## src/rtl/reg_share_arbiter_if.sv

```systemverilog
// Bundle of the request, grant and write-data signals shared between
// four requesting datapath units and the shared-register arbiter.
interface reg_share_arbiter_if #(
    parameter int WIDTH = 8
);
    logic [3:0]         req;
    logic [3:0]         lock;
    logic [4*WIDTH-1:0] wdata;
    logic [3:0]         gnt;
    logic [1:0]         owner;
    logic               busy;
    logic [3:0]         wr_ack;
    logic [WIDTH-1:0]   Q;

    // Requester side: drives requests and data, observes grants.
    modport master (
        output req, lock, wdata,
        input  gnt, owner, busy, wr_ack, Q
    );

    // Arbiter side: samples requests and data, drives grants and storage.
    modport slave (
        input  req, lock, wdata,
        output gnt, owner, busy, wr_ack, Q
    );
endinterface

```

## src/rtl/reg_share_arbiter.sv

```systemverilog
// Round-robin arbiter sharing one WIDTH-bit register among four requesters.
// A granted owner writes its lane each cycle it keeps req high; lock lets it
// stay for up to MAX_HOLD writes, after which priority rotates past it.
module reg_share_arbiter #(
    parameter int WIDTH    = 8,
    parameter int MAX_HOLD = 4
) (
    input  logic              clk,
    input  logic              sync_reset,
    reg_share_arbiter_if.slave bus
);
    typedef enum logic {ST_IDLE, ST_OWN} state_t;

    // Last hold count value at which a locked owner may still continue.
    localparam logic [3:0] HOLD_LAST = 4'(MAX_HOLD - 1);

    state_t           r_state;
    logic [1:0]       r_owner;
    logic [1:0]       r_ptr;
    logic [3:0]       r_hold_cnt;
    logic [3:0]       r_gnt;
    logic [3:0]       r_wr_ack;
    logic [WIDTH-1:0] r_q;

    logic [WIDTH-1:0] w_lane [4];
    logic [3:0]       w_rot_req;
    logic [1:0]       w_base;
    logic [1:0]       w_offset;
    logic [1:0]       w_winner;
    logic             w_found;
    logic             w_owner_req;
    logic             w_keep;

    // Unpack the write-data lanes and build the request vector rotated so
    // that bit 0 is the highest-priority requester of the current search.
    genvar gi;
    generate
        for (gi = 0; gi < 4; gi++) begin : g_lane
            assign w_lane[gi]    = bus.wdata[gi*WIDTH +: WIDTH];
            assign w_rot_req[gi] = bus.req[w_base + 2'(gi)];
        end
    endgenerate

    // On release the search starts just past the outgoing owner, which is
    // exactly the pointer value written at that same edge.
    assign w_base      = (r_state == ST_OWN) ? (r_owner + 2'd1) : r_ptr;
    assign w_owner_req = bus.req[r_owner];
    assign w_keep      = (r_state == ST_OWN) && w_owner_req && bus.lock[r_owner]
                         && (r_hold_cnt < HOLD_LAST);

    // First set request in rotated order wins.
    always_comb begin
        w_found  = |w_rot_req;
        w_offset = 2'd3;
        if (w_rot_req[0])      w_offset = 2'd0;
        else if (w_rot_req[1]) w_offset = 2'd1;
        else if (w_rot_req[2]) w_offset = 2'd2;
        w_winner = w_base + w_offset;
    end

    // Grant state machine, shared-register write and write acknowledge.
    always_ff @(posedge clk) begin
        if (sync_reset) begin
            r_state    <= ST_IDLE;
            r_owner    <= 2'd0;
            r_ptr      <= 2'd0;
            r_hold_cnt <= 4'd0;
            r_gnt      <= 4'd0;
            r_wr_ack   <= 4'd0;
            r_q        <= '0;
        end else begin
            case (r_state)
                ST_IDLE: begin
                    r_wr_ack <= 4'd0;
                    if (w_found) begin
                        r_state    <= ST_OWN;
                        r_owner    <= w_winner;
                        r_hold_cnt <= 4'd0;
                        r_gnt      <= 4'b0001 << w_winner;
                    end
                end
                ST_OWN: begin
                    if (w_owner_req) begin
                        r_q      <= w_lane[r_owner];
                        r_wr_ack <= 4'b0001 << r_owner;
                    end else begin
                        r_wr_ack <= 4'd0;
                    end
                    if (w_keep) begin
                        r_hold_cnt <= r_hold_cnt + 4'd1;
                    end else begin
                        r_ptr      <= r_owner + 2'd1;
                        r_hold_cnt <= 4'd0;
                        if (w_found) begin
                            r_owner <= w_winner;
                            r_gnt   <= 4'b0001 << w_winner;
                        end else begin
                            r_state <= ST_IDLE;
                            r_gnt   <= 4'd0;
                        end
                    end
                end
                default: begin
                    r_state <= ST_IDLE;
                    r_gnt   <= 4'd0;
                end
            endcase
        end
    end

    assign bus.gnt    = r_gnt;
    assign bus.owner  = r_owner;
    assign bus.busy   = |r_gnt;
    assign bus.wr_ack = r_wr_ack;
    assign bus.Q      = r_q;
endmodule
```

## src/flat_wrapper.sv

```systemverilog
// flat-port wrapper written by rule: the top's interface ports become plain ports
module reg_share_arbiter_flat 
#(
    parameter int WIDTH    = 8,
    parameter int MAX_HOLD = 4
)
  (clk, sync_reset, bus_req, bus_lock, bus_wdata, bus_gnt, bus_owner, bus_busy, bus_wr_ack, bus_Q);
  reg_share_arbiter_if #(.WIDTH(WIDTH)) bus_i ();
  input  logic clk;
  input  logic sync_reset;
  input wire logic [$bits(bus_i.req)-1:0] bus_req;
  input wire logic [$bits(bus_i.lock)-1:0] bus_lock;
  input wire logic [$bits(bus_i.wdata)-1:0] bus_wdata;
  output wire logic [$bits(bus_i.gnt)-1:0] bus_gnt;
  output wire logic [$bits(bus_i.owner)-1:0] bus_owner;
  output wire logic [$bits(bus_i.busy)-1:0] bus_busy;
  output wire logic [$bits(bus_i.wr_ack)-1:0] bus_wr_ack;
  output wire logic [$bits(bus_i.Q)-1:0] bus_Q;
  assign bus_i.req = bus_req;
  assign bus_i.lock = bus_lock;
  assign bus_i.wdata = bus_wdata;
  assign bus_gnt = bus_i.gnt;
  assign bus_owner = bus_i.owner;
  assign bus_busy = bus_i.busy;
  assign bus_wr_ack = bus_i.wr_ack;
  assign bus_Q = bus_i.Q;
  reg_share_arbiter #(.WIDTH(WIDTH), .MAX_HOLD(MAX_HOLD)) u_core (.clk(clk), .sync_reset(sync_reset), .bus(bus_i));
endmodule
```

## config.mk

```make
export PLATFORM = sky130hd
export DESIGN_NAME = reg_share_arbiter_flat
export DESIGN_NICKNAME = d
export VERILOG_FILES = /design/src/rtl/reg_share_arbiter_if.sv /design/src/rtl/reg_share_arbiter.sv /design/src/flat_wrapper.sv
export SDC_FILE = /design/constraint.sdc
export NUM_CORES = 1
export LEC_CHECK = 0
export ABC_AREA = 1
export ABC_CLOCK_PERIOD_IN_PS = 1720
export CAP_MARGIN = 20
export CORE_UTILIZATION = 38
export CTS_CLUSTER_DIAMETER = 200
export CTS_CLUSTER_SIZE = 25
export DETAILED_ROUTE_END_ITERATION = 8
export GPL_TIMING_DRIVEN = 0
export PLACE_DENSITY_LB_ADDON = 0.12
export SLEW_MARGIN = 20
export SYNTH_ARGS = -nofsm -noshare
export SYNTH_HDL_FRONTEND = slang
export SYNTH_SLANG_ARGS = --single-unit
```

## constraint.sdc

```tcl
create_clock -name clk -period 1.72 [get_ports clk]
set_input_delay 0.258 -clock clk [delete_from_list [all_inputs] [get_ports clk]]
set_output_delay 0.258 -clock clk [all_outputs]
set_load 0.02 [all_outputs]
```

## Yosys cells after proc, flatten, opt, wreduce, memory -nomap -nowiden

Index checks and enable logic that the tools add are counted.
W data, S select, Z words.

- Add/subtract/negate cells: 6
- Order comparisons: 7
- Eq/ne operators: 2
- Shift operators: 2
- Mux-type cells: 34
- Bitwise gates (word level): 3
- Reductions and logical operators: 8

Operators with widths:

| operator | count |
|---|---|
| $mux W4 | 6 |
| $pmux W4 S2 | 3 |
| $bmux W8 S2 | 1 |
| $mux W8 | 2 |
| $lt A2 B3 Y1 const B | 5 |
| $bmux W1 S2 | 6 |
| $mux W2 | 5 |
| $mux W1 | 9 |
| $reduce_or A4 Y1 | 2 |
| $shl A1 B2 Y4 const A | 2 |
| $reduce_and A2 Y1 | 3 |
| $add A2 B1 Y2 const B | 2 |
| $add A2 B2 Y2 const B | 2 |
| $add A4 B1 Y4 const B | 1 |
| $lt A4 B2 Y1 const B | 1 |
| $pmux W2 S2 | 1 |
| $ge A3 B3 Y1 const B | 1 |
| $logic_and A1 B1 Y1 | 3 |
| $not A2 Y3 | 1 |
| $add A2 B2 Y2 | 1 |
| $ne A2 B1 Y1 const B | 1 |
| $ne A2 B2 Y1 const B | 1 |
| $not A1 Y1 | 2 |
| $pmux W1 S2 | 1 |

- Flip-flop bits (word level): 25
- Bits of input ports: 42
- Output and inout bits: 19
- Logic and storage cells: 69

## Depth between registers and ports, before layout

- Word-level depth: 13
- Gate-level depth with buffers: 19
- Depth with buffers taken out: 18

## Least setup slack after synthesis

OpenSTA, ideal clock, no wires.

- Kind: reg-to-reg
- Start point: reg u_core.r_owner[0], in the netlist u_core.bus.owner[0]
- End point: reg u_core.r_gnt[1], in the netlist u_core.bus.gnt[1]
- Setup time: 126 ps
- Data arrival time: 1852 ps
- Required time: 1594 ps
- Path slack: -258 ps
- Stages on the path, launching flop included: 18
- Path buffers: 1
- Cells stage by stage: dfxtp_1 buf_4 inv_1 nand2_2 nand3_2 nand2_2 nand2_1 nand3_2 nand3_1 nand2_1 inv_1 ha_1 inv_1 nand2_1 nand2_1 nor2_1 nor2_1 nor2_1

- Word-level cells in the longest chain between the ends: 13

Ends and longest elaborated chain:

| item | line | text |
|---|---|---|
| from (decl) | reg_share_arbiter.sv:18 | `logic [1:0] r_owner;` |
| from (signal assigned) | reg_share_arbiter.sv:77 | `r_owner <= w_winner;` |
| from (signal assigned) | reg_share_arbiter.sv:95 | `r_owner <= w_winner;` |
| $add A2 B1 Y2 | reg_share_arbiter.sv:46 | `assign w_base = (r_state == ST_OWN) ? (r_owner + 2'd1) : r_ptr;` |
| $mux W2 | reg_share_arbiter.sv:46 |  |
| $add A2 B2 Y2 | reg_share_arbiter.sv:40 | `assign w_rot_req[gi] = bus.req[w_base + 2'(gi)];` |
| $bmux W1 S2 | reg_share_arbiter.sv:40 |  |
| $mux W1 (not written as such) | reg_share_arbiter.sv:40 |  |
| $mux W1 | reg_share_arbiter.sv:57 | `else if (w_rot_req[2]) w_offset = 2'd2;` |
| $mux W2 | reg_share_arbiter.sv:56 | `else if (w_rot_req[1]) w_offset = 2'd1;` |
| $mux W2 | reg_share_arbiter.sv:55 | `if (w_rot_req[0]) w_offset = 2'd0;` |
| $add A2 B2 Y2 | reg_share_arbiter.sv:58 | `w_winner = w_base + w_offset;` |
| $shl A1 B2 Y4 | reg_share_arbiter.sv:79, reg_share_arbiter.sv:96 |  |
| $mux W4 | reg_share_arbiter.sv:94 | `if (w_found) begin` |
| $mux W4 | reg_share_arbiter.sv:89 | `if (w_keep) begin` |
| $pmux W4 S2 | reg_share_arbiter.sv:72 | `case (r_state)` |
| to (signal assigned) | reg_share_arbiter.sv:79 | `r_gnt <= 4'b0001 << w_winner;` |
| to (signal assigned) | reg_share_arbiter.sv:96 | `r_gnt <= 4'b0001 << w_winner;` |
| to (decl) | reg_share_arbiter.sv:21 | `logic [3:0] r_gnt;` |

Parallel ways exist; a longest one is shown, timed or not. The select of a mux whose other input is x is not followed.
A chain may end at the register's enable or synchronous reset.

## Worst setup path in the final report

Same ends and word-level chain as after synthesis.

==> metrics.md <==
| Metric | Value |
|---|---|
| Max Fclk | `535 MHz` |
| GRT Total Usage | `0.230` |
| Share of layout cells above drive strength 1 | `0.298` |
| Finished Core Util | `0.729` |
| Vias in the first global route | `1640` |
| Initial DRT Pass Iterations | `4` |
| Pleak | `1.04 nW` |
| I/O pins | `61` |
| Worst R2R Setup Slack | `-0.15 ns` |
| Max Slew Vio Count | `0` |
| Arrival @ worst endpoint | `2.08 ns` |
| Hold_ws | `0.304 ns` |
| Input/output buffers | `59` |
| Global-route wire length before repair | `7380 um` |
| Clk slew on worst S/H paths | `0.14 ns` |
| Largest net degree at the start of global routing | `15` |
| R2R depth | `16` |
| Worst Hold Launch | `sync_reset` |
| CP Data Required Time | `approximately 1.9 ns` |
| Clk_lat worst skew | `0.32 ns` |
| Worst Hold End | `u_core.bus.gnt[1]` |
| Clock sinks | `25` |
| Non-filler cells, final | `318` |
| Final Skew | `between 0.01 and 0.015 ns` |
| Setup crit start kind | `flop` |
| Max stage delay on crit path | `0.38 ns` |
| Grt total ovfl | `0` |
| DRC viols | `0` |
| Cts bufs inserted | `3` |
| Max-capacitance violation count | `0` |
| Antenna cell count | `0` |
| CP Capture Type | `flop` |
| Sequential area share after synthesis | `0.360` |
| Setup Total Neg Slack | `-0.561 ns` |
| Worst vdd ir | `0.673 mV` |
| Die footprint | `3900 sq um` |
| Worst r2r src | `u_core.bus.owner[0]` |
| DR vias/cell | `5.19` |
| Area Growth Syn to Fin | `79.0%` |
| Commonest non-fill, non-tap cell in the layout | `clkdlybuf4s50_1` |
| Wire length on met2 | `about 2100 um` |
| Placed inst area | `2120 sq um` |
| DRT met1 WL | `1980 um` |
| Post-layout minimum cycle time | `1.87 ns` |
| Final ANT Viol Nets | `0` |
| Slowest cell on the critical path | `dfxtp_4` |
| Critical path cell sequence | `buf_12 -> inv_8 -> nand2_8 -> nand3_4 -> nand3_1 -> nand3_4 -> nand3_2 -> nand2_2 -> inv_2 -> ha_4 -> inv_2 -> nand2_2 -> nand2_2 -> nor2_1 -> nor2_1 -> nor2_1` |
| Cell Area, Synth | `1390 sq um` |
| Fin area | `2490 sq um` |
| Hold Buf Count CTS | `0` |
| Crit share post-route | `1.09` |
| Overall Power | `3.66 mW` |
| Hold path depth | `2` |
| Failing checks | `negative setup slack` |
| Num rows | `21` |
| Initial Utilization | `0.407` |
| Final-stage net count | `317` |
| Synth warn | `0` |
| Slew headroom | `0.720` |
| Post-DR wirelength/cell | `13.6 um` |
| Avg Cell Area, Syn | `7.43 sq um` |
| Critical-path maximum fanout | `6` |
| Initial DRC Count | `102` |
| Vias post-DR | `between 1500 and 2000` |
| Cells after synthesis | `~190` |
| Dpl hpwl | `2860 um` |
| PD cells | `1470 nW/um^2` |
| Die Wd | `62.5 um` |
| CTS tree | `done` |
| Initial antenna violation count | `0` |
| Cell Count Post-Placement | `292` |
| H-tree depth | `1` |
| Uppermost layer routed | `met4` |
| Final setup violation count | `9` |
| DP Worst Slack | `-0.332 ns` |
| Final Hold Vio Count | `0` |
| Most frequent cells in the layout | `clkdlybuf4s50_1, nand2_1, dfxtp_1` |
| Detailed Route WL | `between 4000 and 5000 um` |
| Clock Tree Root | `clkbuf_4` |
| Routability congestion estimate | `0.774` |
| Setup CP Type | `flop to flop` |
| #FFs+latches synth | `25` |
| Worst slew pin tran | `approximately 0.42 ns` |
| Unrepaired setup endpoints after global routing | `true` |
| Netlist cell types | `30` |
| Clock Tree Buf Depth | `2` |
| Final setup margin | `-0.148 ns` |
| Status | `finished with violations` |
| Core area | `3420 sq um` |
| Met3 WL | `191 um` |
| Die H | `around 62 um` |
| Hold Crit Class | `primary input to flop` |
| Critical R2R Capture | `u_core.bus.gnt[1]` |
| Syn nets | `231` |
==> report_power, final <==
group	internal, mW	switching [mW]	leakage [nW]
registers	0.729	0.0924	0.207
clock network	0.0870	0.171	0.0177
logic	1.19	1.39	0.816
==> per-layer routing <==
layer / track usage / vias to the layer above
li1: - / 832
met1: 0.286 / 776
met2: 0.406 / 41
met3: 0.0474 / 2
met4: 0.0436 / 0
met5: 0 / -
==> cells in the mapped netlist, drive strengths merged <==
master / instances / area, sq um
or4: 1 / 7.51
a221oi: 8 / 70.1
a22oi: 2 / 15.0
clkbuf: 2 / 7.51
a22o: 9 / 78.8
nand4: 1 / 6.26
a21boi: 1 / 7.51
nor2: 17 / 88.8
inv: 16 / 60.1
nor3b: 1 / 7.51
a21oi: 15 / 75.1
buf: 2 / 12.5
o21ai: 15 / 78.8
ha: 2 / 25.0
clkinv: 1 / 5.00
nor3: 4 / 20.0
nand3b: 3 / 22.5
nand2: 46 / 195
dfxtp: 25 / 500
nand3: 15 / 100
or2: 1 / 6.26
==> flip-flops by register name, indices dropped and copies added, names as in the netlist <==
name / flops
u_core.bus.owner: 2
u_core.bus.gnt: 4
u_core.bus.wr_ack: 4
u_core.bus.Q: 8
u_core.r_ptr: 2
u_core.r_state: 1
u_core.r_hold_cnt: 4
==> cells by family (layout without fill, tap and decap cells) <==
family,after synthesis,in the layout,share of synthesized area
AO/OA/AOI/OAI,50,50,0.234
adder cells (fa/ha/maj),2,2,0.0180
buffers and inverters,21,105,0.0612
flip-flops,25,25,0.360
AND/OR/NAND/NOR,89,90,0.327
==> layout make-up <==
type,count,area (sq um)
clock inverter,1,5.00
timing repair buffer,80,769
clock buffer,3,22.5
inverter,17,83.8
multi-input combinational,142,996
sequential,25,512
buffer,4,42.5
tap,46,57.6
fill,261,927
==> critical path: cells and delay by family (launching register included) <==
kind                       cells  cell delay, ns
DFF                            1            0.38
and+or+nand+nor               11            0.91
buffers and inverters          4            0.29
adders and majority gates      1            0.15
==> worst max path at each step <==
stage | cells past startpoint | end | startpoint
global route | 13 | u_core.bus.gnt[2] | u_core.bus.owner[0]
floorplan | 19 | u_core.bus.gnt[1] | u_core.bus.owner[0]
detailed placement | 15 | u_core.bus.gnt[1] | bus_req[1]
CTS | 14 | u_core.bus.gnt[2] | u_core.bus.owner[0]
finish | 16 | u_core.bus.gnt[1] | u_core.bus.owner[0]
global placement | 16 | u_core.bus.gnt[1] | bus_req[1]
==> what timing repair did <==
action / in CTS / in global routing
pin swaps: 22 / 7
gates cloned: 0 / 1
resized for setup: 30 / 23
endpoints found under the setup margin: 25 / 18
setup buffers: 14 / 7
Note: power is estimated with default switching activity, not from simulation.
